File: src/rtl/pcie_cc_pkg.sv
// Shared completer-completion definitions.
//   CC_TUSER_DISCONTINUE / CC_TUSER_ECRC : bit positions inside CC tuser
//   cc_arb_state_e                       : arbiter lock state
package pcie_cc_pkg;

  localparam int CC_TUSER_DISCONTINUE = 3;
  localparam int CC_TUSER_ECRC        = 0;

  typedef enum logic {
    IDLE = 1'b0,
    BUSY = 1'b1
  } cc_arb_state_e;

endpackage

File: src/rtl/s_axis_cc_arbiter_if.sv
// CC AXI-Stream bundle between the arbiter and the CC header adapter.
//   master : drives tdata/tkeep/tlast/tuser/tvalid, samples tready
//   slave  : the opposite direction
interface s_axis_cc_arbiter_if #(
  parameter int DATA_WIDTH = 256,
  parameter int KEEP_WIDTH = DATA_WIDTH/8,
  parameter int USER_WIDTH = 4
) ();
  logic [DATA_WIDTH-1:0] tdata;
  logic [KEEP_WIDTH-1:0] tkeep;
  logic                  tlast;
  logic [USER_WIDTH-1:0] tuser;
  logic                  tvalid;
  logic                  tready;

  modport master (output tdata, tkeep, tlast, tuser, tvalid, input tready);
  modport slave  (input tdata, tkeep, tlast, tuser, tvalid, output tready);
endinterface

File: src/rtl/s_axis_cc_arbiter_rr_pick.sv
// Combinational round-robin pick.
//   req    : request vector
//   last   : index granted most recently (lowest priority)
//   winner : first requesting index after last, wrapping at NUM_REQ
//   any    : at least one request present
module s_axis_cc_arbiter_rr_pick #(
  parameter int NUM_REQ = 2,
  parameter int IDX_W   = $clog2(NUM_REQ)
) (
  input  logic [NUM_REQ-1:0] req,
  input  logic [IDX_W-1:0]   last,
  output logic [IDX_W-1:0]   winner,
  output logic               any
);

  // One spare bit so last+k cannot overflow before the wrap compare.
  logic [IDX_W:0] idx;
  logic           found;

  always_comb begin
    winner = last;
    found  = 1'b0;
    idx    = '0;
    for (int k = 1; k <= NUM_REQ; k++) begin
      idx = {1'b0, last} + (IDX_W+1)'(k);
      // Compare-and-subtract wrap keeps non-power-of-two NUM_REQ legal.
      if (idx >= (IDX_W+1)'(NUM_REQ)) idx = idx - (IDX_W+1)'(NUM_REQ);
      if (!found && req[idx[IDX_W-1:0]]) begin
        winner = idx[IDX_W-1:0];
        found  = 1'b1;
      end
    end
    any = |req;
  end

endmodule

File: src/rtl/s_axis_cc_arbiter.sv
// Packet-level round-robin arbiter sharing the CC stream between NUM_REQ
// completion sources. The grant is locked from first beat to tlast.
//   user_clk, user_reset_n : clock, async active-low reset
//   arb_hold               : block new grants (packet in flight finishes)
//   req_t*                 : flattened requester streams, slice i = requester i
//   s_axis_cc              : arbitrated stream towards the CC header adapter
//   grant_idx, busy        : status (current/last grant, packet locked)
module s_axis_cc_arbiter
  import pcie_cc_pkg::*;
#(
  parameter int NUM_REQ    = 2,
  parameter int DATA_WIDTH = 256,
  parameter int KEEP_WIDTH = DATA_WIDTH/8,
  parameter int USER_WIDTH = 4,
  parameter int IDX_W      = $clog2(NUM_REQ)
) (
  input  logic                           user_clk,
  input  logic                           user_reset_n,
  input  logic                           arb_hold,
  input  logic [NUM_REQ*DATA_WIDTH-1:0]  req_tdata,
  input  logic [NUM_REQ*KEEP_WIDTH-1:0]  req_tkeep,
  input  logic [NUM_REQ-1:0]             req_tlast,
  input  logic [NUM_REQ*USER_WIDTH-1:0]  req_tuser,
  input  logic [NUM_REQ-1:0]             req_tvalid,
  output logic [NUM_REQ-1:0]             req_tready,
  s_axis_cc_arbiter_if.master            s_axis_cc,
  output logic [IDX_W-1:0]               grant_idx,
  output logic                           busy
);

  logic [NUM_REQ-1:0][DATA_WIDTH-1:0] req_data;
  logic [NUM_REQ-1:0][KEEP_WIDTH-1:0] req_keep;
  logic [NUM_REQ-1:0][USER_WIDTH-1:0] req_user;

  assign req_data = req_tdata;
  assign req_keep = req_tkeep;
  assign req_user = req_tuser;

  cc_arb_state_e    state_q, state_d;
  logic [IDX_W-1:0] grant_q, grant_d;
  logic [IDX_W-1:0] winner;
  logic             any_req;

  s_axis_cc_arbiter_rr_pick #(.NUM_REQ(NUM_REQ), .IDX_W(IDX_W)) u_pick (
    .req    (req_tvalid),
    .last   (grant_q),
    .winner (winner),
    .any    (any_req)
  );

  // Reset grant to the top index so requester 0 wins the first arbitration.
  always_ff @(posedge user_clk or negedge user_reset_n) begin
    if (!user_reset_n) begin
      state_q <= IDLE;
      grant_q <= IDX_W'(NUM_REQ-1);
    end else begin
      state_q <= state_d;
      grant_q <= grant_d;
    end
  end

  always_comb begin
    state_d = state_q;
    grant_d = grant_q;
    unique case (state_q)
      IDLE: if (!arb_hold && any_req) begin
        state_d = BUSY;
        grant_d = winner;
      end
      BUSY: if (s_axis_cc.tvalid && s_axis_cc.tready && s_axis_cc.tlast)
        state_d = IDLE;
      default: state_d = IDLE;
    endcase
  end

  // Data always follows the current grant so nothing floats in IDLE;
  // only valid/ready are qualified by the lock.
  always_comb begin
    s_axis_cc.tdata  = req_data[grant_q];
    s_axis_cc.tkeep  = req_keep[grant_q];
    s_axis_cc.tlast  = req_tlast[grant_q];
    s_axis_cc.tuser  = req_user[grant_q];
    s_axis_cc.tvalid = (state_q == BUSY) && req_tvalid[grant_q];
    req_tready       = '0;
    if (state_q == BUSY) req_tready[grant_q] = s_axis_cc.tready;
  end

  assign grant_idx = grant_q;
  assign busy      = (state_q == BUSY);

endmodule

File: src/flat_wrapper.sv
// flat-port wrapper written by rule: the top's interface ports become plain ports
module s_axis_cc_arbiter_flat import pcie_cc_pkg::*;
#(
  parameter int NUM_REQ    = 2,
  parameter int DATA_WIDTH = 256,
  parameter int KEEP_WIDTH = DATA_WIDTH/8,
  parameter int USER_WIDTH = 4,
  parameter int IDX_W      = $clog2(NUM_REQ)
)
  (user_clk, user_reset_n, arb_hold, req_tdata, req_tkeep, req_tlast, req_tuser, req_tvalid, req_tready, grant_idx, busy, s_axis_cc_tdata, s_axis_cc_tkeep, s_axis_cc_tlast, s_axis_cc_tuser, s_axis_cc_tvalid, s_axis_cc_tready);
  s_axis_cc_arbiter_if #(.DATA_WIDTH(DATA_WIDTH), .KEEP_WIDTH(KEEP_WIDTH), .USER_WIDTH(USER_WIDTH)) s_axis_cc_i ();
  input  logic user_clk;
  input  logic user_reset_n;
  input  logic arb_hold;
  input  logic [NUM_REQ*DATA_WIDTH-1:0] req_tdata;
  input  logic [NUM_REQ*KEEP_WIDTH-1:0] req_tkeep;
  input  logic [NUM_REQ-1:0] req_tlast;
  input  logic [NUM_REQ*USER_WIDTH-1:0] req_tuser;
  input  logic [NUM_REQ-1:0] req_tvalid;
  output logic [NUM_REQ-1:0] req_tready;
  output logic [IDX_W-1:0] grant_idx;
  output logic busy;
  output wire logic [$bits(s_axis_cc_i.tdata)-1:0] s_axis_cc_tdata;
  output wire logic [$bits(s_axis_cc_i.tkeep)-1:0] s_axis_cc_tkeep;
  output wire logic [$bits(s_axis_cc_i.tlast)-1:0] s_axis_cc_tlast;
  output wire logic [$bits(s_axis_cc_i.tuser)-1:0] s_axis_cc_tuser;
  output wire logic [$bits(s_axis_cc_i.tvalid)-1:0] s_axis_cc_tvalid;
  input wire logic [$bits(s_axis_cc_i.tready)-1:0] s_axis_cc_tready;
  assign s_axis_cc_tdata = s_axis_cc_i.tdata;
  assign s_axis_cc_tkeep = s_axis_cc_i.tkeep;
  assign s_axis_cc_tlast = s_axis_cc_i.tlast;
  assign s_axis_cc_tuser = s_axis_cc_i.tuser;
  assign s_axis_cc_tvalid = s_axis_cc_i.tvalid;
  assign s_axis_cc_i.tready = s_axis_cc_tready;
  s_axis_cc_arbiter #(.NUM_REQ(NUM_REQ), .DATA_WIDTH(DATA_WIDTH), .KEEP_WIDTH(KEEP_WIDTH), .USER_WIDTH(USER_WIDTH), .IDX_W(IDX_W)) u_core (.user_clk(user_clk), .user_reset_n(user_reset_n), .arb_hold(arb_hold), .req_tdata(req_tdata), .req_tkeep(req_tkeep), .req_tlast(req_tlast), .req_tuser(req_tuser), .req_tvalid(req_tvalid), .req_tready(req_tready), .s_axis_cc(s_axis_cc_i), .grant_idx(grant_idx), .busy(busy));
endmodule
File: config.mk
export PLATFORM = sky130hd
export DESIGN_NAME = s_axis_cc_arbiter_flat
export DESIGN_NICKNAME = d
export VERILOG_FILES = /design/src/rtl/pcie_cc_pkg.sv /design/src/rtl/s_axis_cc_arbiter_if.sv /design/src/rtl/s_axis_cc_arbiter_rr_pick.sv /design/src/rtl/s_axis_cc_arbiter.sv /design/src/flat_wrapper.sv
export SDC_FILE = /design/constraint.sdc
export NUM_CORES = 1
export LEC_CHECK = 0
export CORE_AREA = 2 2 348 350
export DETAILED_ROUTE_END_ITERATION = 10
export DIE_AREA = 0 0 350 352
export DONT_BUFFER_PORTS = 1
export HOLD_SLACK_MARGIN = 0.15
export SYNTH_ARGS = -nofsm -noshare
export SYNTH_HDL_FRONTEND = slang
export SYNTH_SLANG_ARGS = --single-unit
File: constraint.sdc
create_clock -name user_clk -period 1.8 [get_ports user_clk]
set_clock_uncertainty 0.2 [all_clocks]
set_input_delay 0.36 -clock user_clk [delete_from_list [all_inputs] [get_ports user_clk]]
set_output_delay 0.36 -clock user_clk [all_outputs]
set_load 0.03 [all_outputs]
==> results.toml, run 1 <==
[floorplan]
die_area_mm2 = 0.123
core_region_area_mm2 = 0.119
die_h_um = 352
die_w_um = 350
fp-row-count = 127
start_util_pct = 3.15
num_io_pins = 890

[logic_synthesis]
syn_inst = 339
synth-seq-cells = 2
synth_nets = 931
yosysTopAreaCellShare_pct = 87.5
yosysMostFrequentCell = "mux2_2"
synthesis.area_mm2 = 0.00376
synth_area_leaders = "mux2_2 (87%), buf_6 (7.5%), buf_2 (0.93%), dfstp_2 (0.70%), dfrtp_1 (0.67%)"
synthTopCellsByCount = "mux2_2 (292), buf_6 (25), buf_2 (7), mux2i_1 (2)"
synth.avg_cell_area_um2 = 11.1
synth_edf_count = 0
ys.flop_type = "dfstp_2"
synthArstFlopShare_pct = 100
ys_types = 17
yosysTopAreaCell = "mux2_2"
yosysSeqAreaShare_pct = 1.36
yosysWarnings = 0

[clocking]
clock_sinks = 2
clock_path_buffers = 2
cts_max_level = 1
cts_tree = "yes"
clk_pin_slew_ps = 30
clockRootBuffer = "clkbuf_16"
numCtsBuffers = 3
clk_latency_ps = 220

[worst_setup_path]
required_ps = 1240
cp-end-kind = "output port"
crit_arrival_ps = 1810
path_max_fanout = 7
cp-start-kind = "register"
crit_type = "reg -> out"
rrSetupSlack_ps = -40

[detailed_routing]
avgViaCountPerCell = 2.06
vias = 4157
routed_wl_mm = 90.1
first_pass_iters = 4
initialDrtViolationCount = 253
ant_nets = 0
avgRoutedWirePerCell_um = 44.7
drc = 0

[worst_hold_path]
hold_class = "in -> async"

[job]
maxCapViolations = 0

[cells_and_area]
drive_gt1_share_pct = 98.0
final_area_mm2 = 0.00814
syn2layout_area_growth_pct = 117
fin_nets = 985

[placed_design]
dpl_cell_area_mm2 = 0.00626
dpl.hpwl_mm = 85.1
io_buffers = 0
gp_congestion = 1.21

[sta]
hold_violations = 0
drv_slew = 0
fin_crit_sh_pct = 132
relSlewSlack_pct = 80.5
setup_viol = 298
rsz0062_at_grt = "yes"
fmax_mhz = 422
fin_crit_ps = 2370
max_slew.worst_pin.slew_ps = 294
setup_ws_ps = -572
finalHoldWorstSlack_ps = 178

[status]
status = "complete, but fails checks"
violations = "negative setup slack"

[power_and_ir_drop]
p_leak_nw = 3.09
vdd.ir_drop.worst_mv = 1.01
power_density_mw_per_mm2 = 2160
power.total_w = 0.0176

[global_route]
track_usage_pct = 13.7
antenna_found_initial = 66
grt-ovfl-total = 0
grt_first_pass_wirelength_mm = 97.5
grt_max_degree = 21
grt_pass1_vias = 3950
==> metrics by stage <==
step / utilization (%) / TNS (ps) / setup slack, ps / instances
floorplan: - / -63390 / -240 / 339
global placement: 5.24 / -80520 / -379 / 1960
detailed placement: 5.24 / -84290 / -387 / 1960
CTS: 6.39 / -155310 / -587 / 1986
global route: 6.81 / -152610 / -594 / 2006
finish: 6.82 / -145500 / -572 / 2015
==> worst paths after layout <==
check,end,startpoint,cells after the start
setup / recovery,s_axis_cc_tdata[173],u_core.grant_idx$_DFFE_PN1P_,4
hold / removal,u_core.busy$_DFF_PN0_,user_reset_n,1
setup reg to reg,u_core.busy$_DFF_PN0_,u_core.grant_idx$_DFFE_PN1P_,5
hold reg to reg,u_core.busy$_DFF_PN0_,u_core.busy$_DFF_PN0_,1
max in group asynchronous,u_core.grant_idx$_DFFE_PN1P_,user_reset_n,1
min in group user_clk,u_core.grant_idx$_DFFE_PN1P_,arb_hold,2
==> layer usage <==
layer / vias up / track usage (%) / wire (µm)
li1: 1421 / - / -
met1: 1968 / 16.9 / 36800
met2: 550 / 19.9 / 36900
met3: 122 / 10.2 / 15400
met4: 96 / 0.233 / 418
met5: - / 0.746 / 632
==> timing repair <==
item / in CTS / in global routing
hold buffers: 2 / 0
setup buffers: 13 / 14
pin swaps: 0 / 1
cloned: 7 / 7
gates resized for setup: 243 / 64
setup endpoints to repair: 297 / 299
endpoints found under the hold margin: 3 / 0
==> critical path, cell delays in order (launching register included) <==
cell and delay, ps:
dfstp_4 670, buf_12 180, buf_12 170, buf_12 140, mux2_4 400
==> state kept, by name, summed over array words and instances (netlist names) <==
signal / count
u_core.busy: 1
u_core.grant_idx: 1
==> placed cells by master (no fill, tap or decap) <==
master,instances
or3b_2,1
nor4b_1,1
dlygate4sd3_1,2
buf_12,32
dfrtp_1,1
nor2b_4,1
inv_4,1
buf_8,8
nor2_4,1
o21ba_2,1
buf_16,10
o32a_1,1
nand2_1,1
buf_4,10
clkbuf_1,1
and3_4,1
a21o_1,1
clkbuf_16,10
mux2i_4,2
mux2_4,290
diode_2,11
mux2_2,2
buf_6,13
dfstp_4,1
==> cell type report <==
cell class | instances | area [µm²]
diodes | 11 | 27.5
flip-flops and latches | 2 | 55.1
clock buffers | 4 | 78.8
multi-input cells | 303 | 4510
fillers | 13900 | 111000
repair buffers | 82 | 1450
well taps | 1612 | 2020
inverters | 1 | 6.26
==> where the power goes <==
| group | switching [W] | internal (W) |
|---|---|---|
| clock | 0.0000556 | 0.000292 |
| combinational | 0.0105 | 0.00661 |
| sequential | 0.0000510 | 0.0000808 |
==> kinds of logic (layout without fill, tap and decap cells) <==
| family | Yosys count | in the layout | synth area share (%) |
|---|---|---|---|
| other | 0 | 11 | 0 |
| buffers and inverters | 34 | 87 | 8.92 |
| AO/OA/AOI/OAI | 3 | 3 | 0.732 |
| flip-flops | 2 | 2 | 1.36 |
| AND/OR/NAND/NOR | 6 | 6 | 0.998 |
| multiplexers | 294 | 294 | 88.0 |
No activity file was read; power rests on OpenSTA's default activity.
==> run 2, diff against run 1 <==
==> constraint.sdc (replaced) <==
create_clock -name user_clk -period 2.5 [get_ports user_clk]
set_clock_uncertainty 0.2 [all_clocks]
set_input_delay 0.5 -clock user_clk [delete_from_list [all_inputs] [get_ports user_clk]]
set_output_delay 0.5 -clock user_clk [all_outputs]
set_load 0.03 [all_outputs]
==> results.toml, run 2 (synthesis gave the netlist of run 1 again) <==
[worst_setup_path]
cpMostUsedCell = "buf_12"
worstPathCellList = "buf_12, buf_16, buf_12, mux2_4"
worstRegToRegCells = 3
critPathMaxStageDelay_ps = 710
cp-end-kind = "output port"
r2r-start = "u_core.grant_idx$_DFFE_PN1P_"
crit_arrival_ps = 1890
rrSetupSlack_ps = 620
crit_type = "reg -> out"
required_ps = 1800
cp_slowest_cell = "dfstp_4"
r2r_end = "u_core.busy$_DFF_PN0_"
cp-start-kind = "register"
path_max_fanout = 15

[clocking]
cts_tree = "yes"
clk_pin_slew_ps = 30
clockRootBuffer = "clkbuf_16"
numCtsBuffers = 3
clock_sinks = 2
clk_latency_ps = 220
clock_path_buffers = 2
cts_max_level = 1

[worst_hold_path]
hold_class = "in -> reg"
min_path_cells = 2
min_to = "u_core.grant_idx$_DFFE_PN1P_"
hold_start = "arb_hold"

[job]
maxCapViolations = 0

[cells_and_area]
drive_gt1_share_pct = 96.5
final_cell_mix = "mux2_4 (237), mux2_2 (55), buf_12 (22), buf_4 (22)"
final_area_mm2 = 0.00732
syn2layout_area_growth_pct = 94.6
seqCellArea_um2 = 55.1
nFillCells = 14000
fin_nets = 961
final_common_cell = "mux2_4"
final_core_util_pct = 6.13
multi_input_area_mm2 = 0.00426

[detailed_routing]
drc = 0
routed_wl_mm = 85.8
vias = 3898
initialDrtViolationCount = 345
avgRoutedWirePerCell_um = 43.0
wirelength_met1_mm = 34.0
ant_nets = 0
highest-signal-layer = "met5"
first_pass_iters = 4
dr_wl_met2_mm = 35.5
wl_met3_mm = 14.9
avgViaCountPerCell = 1.95

[sta]
fin_crit_ps = 2590
rsz0062_at_grt = "yes"
setup_viol = 51
hold_violations = 0
relSlewSlack_pct = 62.1
fmax_mhz = 386
drv_slew = 0
fin_crit_sh_pct = 104
setup_ws_ps = -91.5
max_slew.worst_pin.slew_ps = 566

[placed_design]
dpl.hpwl_mm = 82.1
gp_congestion = 1.06
dpl_cell_area_mm2 = 0.00606
io_buffers = 0

[power_and_ir_drop]
p_leak_nw = 2.61
vdd.ir_drop.worst_mv = 0.710
power_density_mw_per_mm2 = 1530

[floorplan]
core_region_area_mm2 = 0.119
num_io_pins = 890
die_area_mm2 = 0.123
fp-row-count = 127
die_h_um = 352
die_w_um = 350
start_util_pct = 3.15

[status]
status = "complete, but fails checks"
violations = "negative setup slack"

[global_route]
grt-ovfl-total = 0
grt_first_pass_wirelength_mm = 91.0
antenna_found_initial = 83
track_usage_pct = 12.9
grt_max_degree = 31
grt_pass1_vias = 3611
==> run 2: cell types whose count changed in the layout (fill, tap and decap cells not counted), moves of 10 or more <==
cell    before  now
mux2_2       2   55
buf_4       10   22
mux2_4     290  237
buf_12      32   22
==> run 2: how the worst max path moves through the flow <==
stage	cells past startpoint	from	to
after floorplan	4	u_core.grant_idx$_DFFE_PN1P_	s_axis_cc_tdata[100]
after global placement	4	u_core.grant_idx$_DFFE_PN1P_	s_axis_cc_tdata[190]
after detailed placement	4	u_core.grant_idx$_DFFE_PN1P_	s_axis_cc_tdata[190]
after CTS	4	u_core.grant_idx$_DFFE_PN1P_	s_axis_cc_tdata[188]
after global routing	4	u_core.grant_idx$_DFFE_PN1P_	s_axis_cc_tdata[147]
final	4	u_core.grant_idx$_DFFE_PN1P_	s_axis_cc_tdata[152]
==> run 2: repair_timing <==
item / CTS / global route
buffers inserted: 2 / 8
gates cloned: 0 / 4
setup endpoints to repair: 239 / 151
resized for setup: 158 / 89
endpoints found under the hold margin: 2 / 0
pin swaps: 0 / 0
hold buffers: 1 / 0
==> run 2: critical path: cells and delay by family (launching register included) <==
kind                   cells  cell delay (ps)
flip-flops                 1              710
buffers and inverters      3              490
multiplexers               1              420
==> run 2: area by class of cell <==
cell class	count	area share (%)
inverters	1	0.0513
diodes	18	0.615
multi-input cells	303	58.2
flip-flops and latches	2	0.752
clock buffers	4	1.08
repair buffers	58	11.7
well taps	1612	27.6
==> run 2: metrics by stage <==
step / power [W] / instances / hold slack (ps) / setup TNS, ps / setup WS, ps
floorplan: 0.00631 / 339 / 4.41 / 0 / 320
global placement: 0.00984 / 1961 / 4.45 / 0 / 95.5
detailed placement: 0.00989 / 1961 / 4.46 / 0 / 73.6
CTS: 0.0110 / 1968 / 288 / -7130 / -118
global route: 0.0117 / 1984 / 296 / -4220 / -114
finish: 0.0112 / 1998 / 286 / -1550 / -91.5
==> run 2: layer usage <==
metal	vias up	track usage, %
li1	1369	-
met1	1762	15.4
met2	515	19.1
met3	138	10.0
met4	114	0.284
met5	-	0
==> run 2: power breakdown <==
part | internal [W] | total, W | switching [W]
Sequential | 0.0000588 | 0.0000999 | 0.0000411
Combinational | 0.00369 | 0.0108 | 0.00712
Clock | 0.000210 | 0.000249 | 0.0000387
